<file path="config.mk">
export PLATFORM = sky130hd
export DESIGN_NAME = bus_arbiter_flat
export DESIGN_NICKNAME = d
export VERILOG_FILES = /design/src/rtl/bus_arbiter_if.sv /design/src/rtl/bus_arbiter.sv /design/src/flat_wrapper.sv
export SDC_FILE = /design/constraint.sdc
export NUM_CORES = 1
export LEC_CHECK = 0
export ABC_AREA = 0
export CORE_MARGIN = 1
export CORE_UTILIZATION = 43
export DETAILED_ROUTE_END_ITERATION = 8
export PLACE_DENSITY = 0.72
export REMOVE_ABC_BUFFERS = 1
export SYNTH_ARGS = -nofsm -noshare
export SYNTH_HDL_FRONTEND = slang
export SYNTH_SLANG_ARGS = --single-unit
</file>
<file path="constraint.sdc">
create_clock -name clk -period 2.1 [get_ports clk]
set_input_delay 0.63 -clock clk [delete_from_list [all_inputs] [get_ports clk]]
set_output_delay 0.63 -clock clk [all_outputs]
set_load 0.02 [all_outputs]
</file>
<file path="src/rtl/bus_arbiter_if.sv">
// Shared-bus arbitration handshake: requester-side request vector, arbiter-side grant and select.
interface bus_arbiter_if #(
    parameter int unsigned NUM_REQ   = 4,
    parameter int unsigned SEL_WIDTH = $clog2(NUM_REQ)
);
    logic [NUM_REQ-1:0]   req;
    logic [NUM_REQ-1:0]   gnt;
    logic [SEL_WIDTH-1:0] sel;
    logic                 bus_valid;

    modport master (output req, input gnt, input sel, input bus_valid);
    modport slave  (input req, output gnt, output sel, output bus_valid);
endinterface

</file>
<file path="src/rtl/bus_arbiter.sv">
// Round-robin bus arbiter with a one-cycle turnaround between owners and a bounded hold time.
module bus_arbiter #(
    parameter int unsigned NUM_REQ   = 4,
    parameter int unsigned SEL_WIDTH = $clog2(NUM_REQ),
    parameter int unsigned MAX_HOLD  = 8
) (
    input  logic          clk,
    input  logic          rst_n,
    bus_arbiter_if.slave  bus
);
    localparam int unsigned HoldW = (MAX_HOLD > 1) ? $clog2(MAX_HOLD) : 1;
    localparam logic [HoldW-1:0] HoldMax = HoldW'(MAX_HOLD - 1);

    typedef enum logic [1:0] {StIdle, StGrant, StTurn} state_e;

    state_e               state_q, state_d;
    logic [NUM_REQ-1:0]   gnt_q, gnt_d;
    logic [SEL_WIDTH-1:0] sel_q, sel_d;
    logic [SEL_WIDTH-1:0] last_q, last_d;
    logic [HoldW-1:0]     hold_q, hold_d;
    logic                 bus_valid_q, bus_valid_d;
    logic [SEL_WIDTH-1:0] base, idx, winner;
    logic                 found, any_req, others_req;

    assign any_req    = |bus.req;
    assign others_req = |(bus.req & ~gnt_q);
    // sel_q still names the previous owner during the turnaround cycle
    assign base       = (state_q == StTurn) ? sel_q : last_q;

    always_comb begin
        winner = base;
        found  = 1'b0;
        idx    = base;
        for (int unsigned i = 1; i <= NUM_REQ; i++) begin
            idx = base + SEL_WIDTH'(i);
            if (!found && bus.req[idx]) begin
                found  = 1'b1;
                winner = idx;
            end
        end
    end

    always_ff @(posedge clk or negedge rst_n) begin
        if (!rst_n) begin
            state_q <= StIdle;
        end else begin
            state_q <= state_d;
        end
    end

    always_comb begin
        state_d = state_q;
        case (state_q)
            StIdle:  if (any_req) state_d = StGrant;
            StGrant: begin
                if (!bus.req[sel_q] || (hold_q == HoldMax && others_req)) begin
                    state_d = StTurn;
                end
            end
            StTurn:  state_d = any_req ? StGrant : StIdle;
            default: state_d = StIdle;
        endcase
    end

    always_comb begin
        gnt_d       = '0;
        sel_d       = sel_q;
        last_d      = last_q;
        hold_d      = hold_q;
        bus_valid_d = (state_d == StGrant);
        if (state_q == StTurn) begin
            last_d = sel_q;
        end
        if (state_d == StGrant) begin
            if (state_q != StGrant) begin
                sel_d  = winner;
                hold_d = '0;
            end else if (hold_q != HoldMax) begin
                hold_d = hold_q + HoldW'(1);
            end
            gnt_d = NUM_REQ'(1) << sel_d;
        end
    end

    always_ff @(posedge clk or negedge rst_n) begin
        if (!rst_n) begin
            gnt_q       <= '0;
            sel_q       <= '0;
            last_q      <= '1;
            hold_q      <= '0;
            bus_valid_q <= 1'b0;
        end else begin
            gnt_q       <= gnt_d;
            sel_q       <= sel_d;
            last_q      <= last_d;
            hold_q      <= hold_d;
            bus_valid_q <= bus_valid_d;
        end
    end

    assign bus.gnt       = gnt_q;
    assign bus.sel       = sel_q;
    assign bus.bus_valid = bus_valid_q;
endmodule

</file>
<file path="src/flat_wrapper.sv">
// flat-port wrapper written by rule: the top's interface ports become plain ports
module bus_arbiter_flat 
#(
    parameter int unsigned NUM_REQ   = 4,
    parameter int unsigned SEL_WIDTH = $clog2(NUM_REQ),
    parameter int unsigned MAX_HOLD  = 8
)
  (clk, rst_n, bus_req, bus_gnt, bus_sel, bus_bus_valid);
  bus_arbiter_if #(.NUM_REQ(NUM_REQ), .SEL_WIDTH(SEL_WIDTH)) bus_i ();
  input  logic clk;
  input  logic rst_n;
  input wire logic [$bits(bus_i.req)-1:0] bus_req;
  output wire logic [$bits(bus_i.gnt)-1:0] bus_gnt;
  output wire logic [$bits(bus_i.sel)-1:0] bus_sel;
  output wire logic [$bits(bus_i.bus_valid)-1:0] bus_bus_valid;
  assign bus_i.req = bus_req;
  assign bus_gnt = bus_i.gnt;
  assign bus_sel = bus_i.sel;
  assign bus_bus_valid = bus_i.bus_valid;
  bus_arbiter #(.NUM_REQ(NUM_REQ), .SEL_WIDTH(SEL_WIDTH), .MAX_HOLD(MAX_HOLD)) u_core (.clk(clk), .rst_n(rst_n), .bus(bus_i));
endmodule
</file>
After elaboration in Yosys (flattened, before gate mapping)
Index checks and enable logic that the tools add are counted.
{"block": "word_totals", "word_cells": 65, "ff_bits": 14}
{"block": "op_classes", "add_sub_neg": 4, "n_reduce_logical": 14, "mux": 27, "n_lt_le_gt_ge": 5, "n_eq_ne": 6, "n_bitwise": 2, "n_shift": 1}
{"operator": "2-to-1 mux 2 bit", "count": 9}
{"operator": "< comparator 2 x 3 -> 1 bit (second input constant)", "count": 5}
{"operator": "binary-select mux 1 bit (select 2 bit)", "count": 5}
{"operator": "2-to-1 mux 1 bit", "count": 9}
{"operator": "OR reduction 4 bit", "count": 2}
{"operator": "2-to-1 mux 3 bit", "count": 2}
{"operator": "one-hot mux 2 bit (3 select lines)", "count": 1}
{"operator": "adder 2 bit (second input constant)", "count": 2}
{"operator": "bitwise AND 4 bit", "count": 1}
{"operator": "equality test 2 x 1 -> 1 bit (second input constant)", "count": 2}
{"operator": "logical AND 1 bit", "count": 4}
{"operator": "logical NOT 1 bit", "count": 4}
{"operator": "2-to-1 mux 4 bit", "count": 1}
{"operator": "NOT 4 bit", "count": 1}
{"operator": "left shift 1 x 2 -> 4 bit (first input constant)", "count": 1}
{"operator": "adder 3 x 1 -> 3 bit (second input constant)", "count": 1}
{"operator": "equality test 3 bit (second input constant)", "count": 1}
{"operator": "!= test 3 bit (second input constant)", "count": 1}
{"operator": "adder 2 x 1 -> 2 bit (second input constant)", "count": 1}
{"operator": "equality test 2 bit (second input constant)", "count": 1}
{"operator": "logical NOT 2 bit", "count": 1}
{"operator": "!= test 2 x 1 -> 1 bit (second input constant)", "count": 1}
{"operator": "AND reduction 2 bit", "count": 1}
{"operator": "nonzero test 2 bit", "count": 1}
{"operator": "logical OR 1 bit", "count": 1}

Depth between registers and ports, before layout
Gate-level depths: netlist of run 1.
{"block": "logic_depth", "depth_word": 19, "depth_mapped": 8}

Least setup slack after synthesis of run 1
Ideal clock, no wire load.
{"block": "synth_path", "kind": "register to register", "startpoint": "register u_core.sel_q[1], in the netlist u_core.bus.sel[1]", "endpoint": "register u_core.hold_q[2]", "required_time_ns": 1.979, "arrival_time_ns": 1.705, "setup_slack_ns": 0.274, "setup_ns": 0.121, "stages_incl_launch_ff": 5, "path_cell_list": "dfrtp_1 buf_2 mux4_2 a31o_2 a22o_1"}
{"block": "synth_via", "elab_chain_cells": 8}
{"element": "start, declared", "line_no": "bus_arbiter.sv:18", "source": "logic [SEL_WIDTH-1:0] sel_q, sel_d;"}
{"element": "start signal, assigned", "line_no": "bus_arbiter.sv:94", "source": "sel_q <= sel_d;"}
{"element": "binary-select mux 1 bit (select 2 bit)", "line_no": "bus_arbiter.sv:56", "source": "if (!bus.req[sel_q] || (hold_q == HoldMax && others_req)) begin"}
{"element": "2-to-1 mux 1 bit (implied by the code)", "line_no": "bus_arbiter.sv:56"}
{"element": "logical NOT 1 bit", "line_no": "bus_arbiter.sv:56"}
{"element": "logical OR 1 bit", "line_no": "bus_arbiter.sv:56"}
{"element": "2-to-1 mux 2 bit", "line_no": "bus_arbiter.sv:56"}
{"element": "one-hot mux 2 bit (3 select lines)", "line_no": "bus_arbiter.sv:53", "source": "case (state_q)"}
{"element": "via u_core.state_d[0]", "line_no": "bus_arbiter.sv:16", "source": "state_e state_q, state_d;"}
{"element": "equality test 2 x 1 -> 1 bit", "line_no": "bus_arbiter.sv:74", "source": "if (state_d == StGrant) begin"}
{"element": "AND reduction 2 bit (no source line)"}
{"element": "end signal, assigned", "line_no": "bus_arbiter.sv:96", "source": "hold_q <= hold_d;"}
{"element": "end, declared", "line_no": "bus_arbiter.sv:20", "source": "logic [HoldW-1:0] hold_q, hold_d;"}
The timed path passes the listed nets, and every way through them passes these cells. The select of a mux whose other input is x is not followed.
A chain may end at the register's enable or synchronous reset.

Worst setup path after layout of run 1
{"block": "layout_path", "startpoint": "register u_core.sel_q[1], in the netlist u_core.bus.sel[1]", "endpoint": "output bus_sel[1]"}
{"element": "end, declared", "line_no": "flat_wrapper.sv:14", "source": "output wire logic [$bits(bus_i.sel)-1:0] bus_sel;"}
No word-level cell between the ends.

==> impl_metrics.json, run 1 <==
{
  "diodes": 0,
  "cp-end-kind": "output pin",
  "max_freq_ghz": 0.486,
  "yosys_warnings": 0,
  "crit_fanout": 8,
  "wl_per_cell_um": 14.0,
  "hold_depth": 1,
  "drtIter0Drc": 19,
  "cts_tree": "done",
  "worstRegToRegCells": 8,
  "fillerInstances": 158,
  "vdd_drop_max_uv": 856,
  "start_util_pct": 48.1,
  "io_pins": 13,
  "worst_pin_slew_ns": 0.247,
  "synthArstFlopShare_pct": 100,
  "setup_viol": 0,
  "place.gp.congestion": 0.816,
  "cp_data_arrival_time_ns": 1.43,
  "num_vias": 745,
  "setup.worst_path.start": "u_core.bus.sel[1]",
  "yosys_most_used_dff": "dfrtp_1",
  "fin_skew_ns": 0.0116,
  "path_clk_slew_ns": 0.10,
  "clkLatencyLatePin_ns": 0.29,
  "place_area_sq_um": 1070,
  "pwr-share-comb_pct": 57.8,
  "intPower_uw": 1020,
  "netSwitchingPower_uw": 694,
  "cp_cell_sequence": "clkdlybuf4s50_1",
  "chipHeight_um": 46.9,
  "io_buffers": 12,
  "num_rows": 15,
  "synth_edf_count": 0,
  "die_x_um": 46.9,
  "postLayoutCellArea_sq_um": 1130,
  "cts_made_buffers": 3,
  "area_delta_synth_final_pct": 30.1,
  "antenna_left": 0,
  "cap_violations": 0,
  "power_density_nw_per_um2": 1520,
  "multi_input_area_sq_um": 453,
  "max_stage_delay_ns": 0.64,
  "finalPower_uw": 1710,
  "via_per_inst": 5.52,
  "drive_above_1_share_pct": 30.0,
  "ys_ff_latch": 14,
  "slew_headroom_pct": 83.2,
  "core-area_sq_um": 1800,
  "grt_pass1_vias": 701,
  "switching_share_pct": 40.5,
  "wl_mm": 1.89,
  "syn_area_sq_um": 866,
  "finalCriticalPeriod_ns": 2.06,
  "synth.distinct_cells": 37,
  "r2r_start": "u_core.state_q[0]",
  "grtUsageTotal_pct": 20.3,
  "rrSetupSlack_ns": 0.20,
  "path_buf_inv": 1,
  "worstSetupPathType": "register to output pin",
  "worst_setup_path_start_kind": "register",
  "status": "finished, final reports clean",
  "slew_viol_final": 0,
  "yosysSeqAreaShare_pct": 40.8,
  "finalCritPeriodShare_pct": 97.9,
  "slowest_stage": "clkdlybuf4s50_1",
  "holdPathEnd": "u_core.hold_q[2]",
  "nNetsFinal": 119,
  "setup_tns_ns": 0,
  "p_leak_uw": 0.000525,
  "p_seq_share_pct": 30.5,
  "cts_root_buf": "clkbuf_4",
  "post-route-util_pct": 62.5,
  "path_delay_family": "buffers and inverters",
  "final_common_cell": "buf_4",
  "required_ns": 1.47,
  "p_clk_share_pct": 11.7,
  "dp_hpwl_mm": 1.39,
  "dieArea_sq_um": 2200,
  "hp-class": "register to register",
  "final_cell_mix": "13 x buf_4, 11 x clkdlybuf4s50_1, 11 x dfrtp_1",
  "cts_buffer_depth": 2,
  "drt_pass1_iterations": 4,
  "clock-sinks": 14,
  "grt-ovfl-total": 0,
  "netlist_instances": 85,
  "avgSynthCellArea_sq_um": 10.2,
  "antenna_found_initial": 0,
  "min-delay-start": "u_core.hold_q[2]",
  "hold_viol": 0,
  "grt_pass1_wl_mm": 3.08,
  "grt_max_degree": 15,
  "r2r-end": "u_core.bus.sel[1]",
  "regArea_sq_um": 354,
  "drc": 0,
  "h-tree-depth": 1
}
==> metrics by stage <==
step           hold slack, ns  setup slack [ns]  cells
6_report                0.518            0.0440    135
2_1_floorplan           0.334             0.296     81
3_5_place_dp            0.497            -0.256    129
3_3_place_gp            0.489            -0.252    129
5_1_grt                 0.541           -0.0256    135
4_1_cts                 0.517            0.0192    133
==> power by group through the flow <==
stage          Combinational (uW)  Clock [uW]  Sequential (uW)
2_1_floorplan                 587           0              565
6_report                      991         201              522
4_1_cts                       954         203              522
3_5_place_dp                  947           0              525
3_3_place_gp                  930           0              519
5_1_grt                      1080         206              542
==> area by class of cell <==
class,count,area share (%)
clock buffer,4,3.22
inverter,8,2.78
multi-input combinational,59,40.2
sequential,14,31.4
tap,25,2.78
timing repair buffer,25,19.6
==> registers in the layout (all words and copies together) (netlist names) <==
| register | count |
|---|---|
| u_core.state_q | 2 |
| u_core.bus.gnt | 4 |
| u_core.bus.sel | 2 |
| u_core.bus.bus_valid | 1 |
| u_core.hold_q | 3 |
| u_core.last_q | 2 |
==> how the worst max path moves through the flow <==
stage | endpoint | depth (start not counted)
after floorplan | u_core.hold_q[2] | 3
final | bus_sel[1] | 1
after CTS | u_core.hold_q[2] | 4
after global placement | u_core.hold_q[2] | 4
after global routing | u_core.bus.gnt[3] | 7
after detailed placement | u_core.hold_q[2] | 4
==> Yosys cell counts, types with 2 or more instances <==
cell type	n	area (sq um)
mux2_2	2	22.5
o22ai_1	2	12.5
o21ai_1	2	10.0
and3_1	3	18.8
o21ai_0	5	25.0
nor3b_1	2	15.0
nor2_1	10	37.5
xnor2_1	2	17.5
inv_1	7	26.3
nand2_1	2	7.51
dfrtp_1	12	300
and3b_1	2	17.5
buf_2	2	10.0
dfstp_2	2	52.6
a21oi_1	6	30.0
a31o_2	2	17.5
ha_1	2	25.0
==> cell families after synthesis <==
group	synth area share [%]
multiplexers	10.5
AO/OA/AOI/OAI	19.7
AND/OR/NAND/NOR	17.2
flip-flops	40.8
buffers and inverters	6.94
XOR/XNOR	2.02
adder cells (fa/ha/maj)	2.89
==> metal layers <==
metal | part of all wire (%) | vias to the layer above | wire [um] | track usage (%)
li1 | - | 352 | - | -
met1 | 44 | 364 | 823 | 26.5
met2 | 49 | 22 | 922 | 33.6
met3 | 4.8 | 7 | 91 | 3.08
met4 | 2.5 | 0 | 48 | 8.57
met5 | 0 | - | 0 | 0
==> repair_timing <==
item,in CTS,in global routing
gates resized for setup,1,2
pin swaps,0,1
setup buffers,0,2
setup endpoints to repair,1,4
hold buffers,0,0
cloned,0,0
Power figures use the tool's default switching activity.
==> inputs of run 2 (changes only) <==
--- a/config.mk
+++ b/config.mk
@@ -6,6 +6,7 @@
 export NUM_CORES = 1
 export LEC_CHECK = 0
 export ABC_AREA = 0
+export CAP_MARGIN = 20
 export CORE_MARGIN = 1
 export CORE_UTILIZATION = 43
 export DETAILED_ROUTE_END_ITERATION = 8
==> results of run 2 <==
No change in the layout: final DEF, timing and power equal those of run 1.
==> inputs of run 3 (changes only) <==
--- a/config.mk
+++ b/config.mk
@@ -11,6 +11,7 @@
 export CORE_UTILIZATION = 43
 export DETAILED_ROUTE_END_ITERATION = 8
 export PLACE_DENSITY = 0.72
+export RECOVER_POWER = 50
 export REMOVE_ABC_BUFFERS = 1
 export SYNTH_ARGS = -nofsm -noshare
 export SYNTH_HDL_FRONTEND = slang
==> impl_metrics.json, run 3 (synthesized netlist as in run 1, its figures left out) <==
{
  "clkLatencyLatePin_ns": 0.29,
  "grt-ovfl-total": 0,
  "intPower_uw": 1020,
  "p_leak_uw": 0.000522,
  "r2r-end": "u_core.bus.sel[1]",
  "drtIter0Drc": 19,
  "path_buf_inv": 1,
  "core-area_sq_um": 1800,
  "finalNonFillerCells": 135,
  "worstSetupPathType": "register to output pin",
  "rrSetupSlack_ns": 0.20,
  "cp-end-kind": "output pin",
  "dieArea_sq_um": 2200,
  "area_delta_synth_final_pct": 29.6,
  "netSwitchingPower_uw": 694,
  "final_common_cell": "buf_4",
  "slew_headroom_pct": 50.6,
  "crit_fanout": 8,
  "nNetsFinal": 119,
  "chipHeight_um": 46.9,
  "max_freq_ghz": 0.486,
  "path_clk_slew_ns": 0.10,
  "io_pins": 13,
  "cts_root_buf": "clkbuf_4",
  "fillerInstances": 159,
  "hold_buffers": 0,
  "grt_max_degree": 15,
  "worst_setup_path_start_kind": "register",
  "fin_skew_ns": 0.0116,
  "cts_made_buffers": 3,
  "via_per_inst": 5.52,
  "num_rows": 15,
  "worstRegToRegCells": 8,
  "slowest_stage": "clkdlybuf4s50_1",
  "clock-sinks": 14,
  "drc": 0,
  "hp-class": "register to register",
  "drive_above_1_share_pct": 29.1,
  "cp_data_arrival_time_ns": 1.43,
  "cts_buffer_depth": 2,
  "r2r_start": "u_core.state_q[0]",
  "die_x_um": 46.9,
  "wl_mm": 1.89,
  "finalCriticalPeriod_ns": 2.06,
  "holdPathEnd": "u_core.hold_q[2]",
  "grt_pass1_vias": 701,
  "finalPower_uw": 1710,
  "largest_reg_flops": 4,
  "final_cell_mix": "12 x buf_4, 11 x dfrtp_1, 10 x nor2_1, 10 x clkdlybuf4s50_1, 7 x inv_1",
  "h-tree-depth": 1,
  "place.gp.congestion": 0.816,
  "finalCritPeriodShare_pct": 97.9,
  "grtUsageTotal_pct": 20.3,
  "pwr-share-comb_pct": 57.8,
  "status": "finished, final reports clean",
  "drt_pass1_iterations": 4,
  "num_vias": 745,
  "cap_violations": 0,
  "cts_tree": "done",
  "switching_share_pct": 40.5,
  "antenna_left": 0,
  "dp_cells": 129,
  "max_stage_delay_ns": 0.64,
  "power_density_nw_per_um2": 1530,
  "wl_per_cell_um": 14.0,
  "p_seq_share_pct": 30.5,
  "dp_hpwl_mm": 1.39,
  "start_util_pct": 48.1,
  "vdd_drop_max_uv": 856,
  "worst_pin_slew_ns": 0.741,
  "path_delay_family": "buffers and inverters",
  "io_buffers": 12,
  "diodes": 0,
  "p_clk_share_pct": 11.7,
  "setup_viol": 0,
  "antenna_found_initial": 0,
  "hold_depth": 1,
  "grt_pass1_wl_mm": 3.08,
  "required_ns": 1.47,
  "min-delay-start": "u_core.hold_q[2]",
  "cp_cell_sequence": "clkdlybuf4s50_1",
  "hold_viol": 0,
  "slew_viol_final": 0
}
==> run 3: what timing repair did <==
action	in CTS	in global routing
endpoints found under the setup margin	1	4
buffers inserted	0	2
resized for setup	1	2
pin swaps	0	1
==> run 3: worst register-to-register path, stage by stage, from the launching register on <==
cell and delay (ns):
dfrtp_1 0.40, nand2b_4 0.21, mux2i_4 0.30, clkinv_2 0.12, a21oi_2 0.17, a221oi_2 0.10
buf_4 0.14, buf_4 0.11, mux2_2 0.25
==> run 3: layer usage <==
metal  up-vias  track usage (%)  share of wire, %
met4         0             8.57               2.5
met1       364             26.5                44
li1        352                -                 -
met5         -                0                 0
met2        22             33.6                49
met3         7             3.08               4.8
==> run 3: cell type report <==
cell class              instances  area [sq um]  area share, %
inverters                       8          31.3           2.79
well taps                      25          31.3           2.79
clock buffers                   4          36.3           3.23
flip-flops and latches         14           354           31.5
multi-input cells              59           453           40.4
repair buffers                 25           216           19.3
==> run 3: metrics by stage <==
| stage | instance area [sq um] | worst slack, ns | util [%] | hold slack, ns | setup TNS (ns) |
|---|---|---|---|---|---|
| finish | 1120 | 0.0440 | 62.3 | 0.518 | 0 |
| global route | 1120 | -0.0256 | 62.3 | 0.541 | -0.0256 |
| detailed placement | 1070 | -0.256 | 59.4 | 0.497 | -1.67 |
| CTS | 1110 | 0.0192 | 61.5 | 0.517 | 0 |
| global placement | 1070 | -0.252 | 59.4 | 0.489 | -1.52 |
| floorplan | 837 | 0.296 | - | 0.334 | 0 |
==> run 3: how the worst max path moves through the flow <==
stage / from / slack [ns] / to / cells past startpoint
detailed placement: bus_req[3] / -0.26 / u_core.hold_q[2] / 4
global placement: bus_req[3] / -0.25 / u_core.hold_q[2] / 4
CTS: bus_req[3] / 0.02 / u_core.hold_q[2] / 4
global route: bus_req[1] / -0.03 / u_core.bus.gnt[3] / 7
finish: u_core.bus.sel[1] / 0.04 / bus_sel[1] / 1
floorplan: u_core.bus.sel[1] / 0.30 / u_core.hold_q[2] / 3
==> run 3: power groups by stage <==
stage,registers [uW],clock network (uW),logic (uW)
detailed placement,525,0,947
floorplan,565,0,587
CTS,522,203,954
global route,542,206,1080
finish,522,201,989
global placement,519,0,930
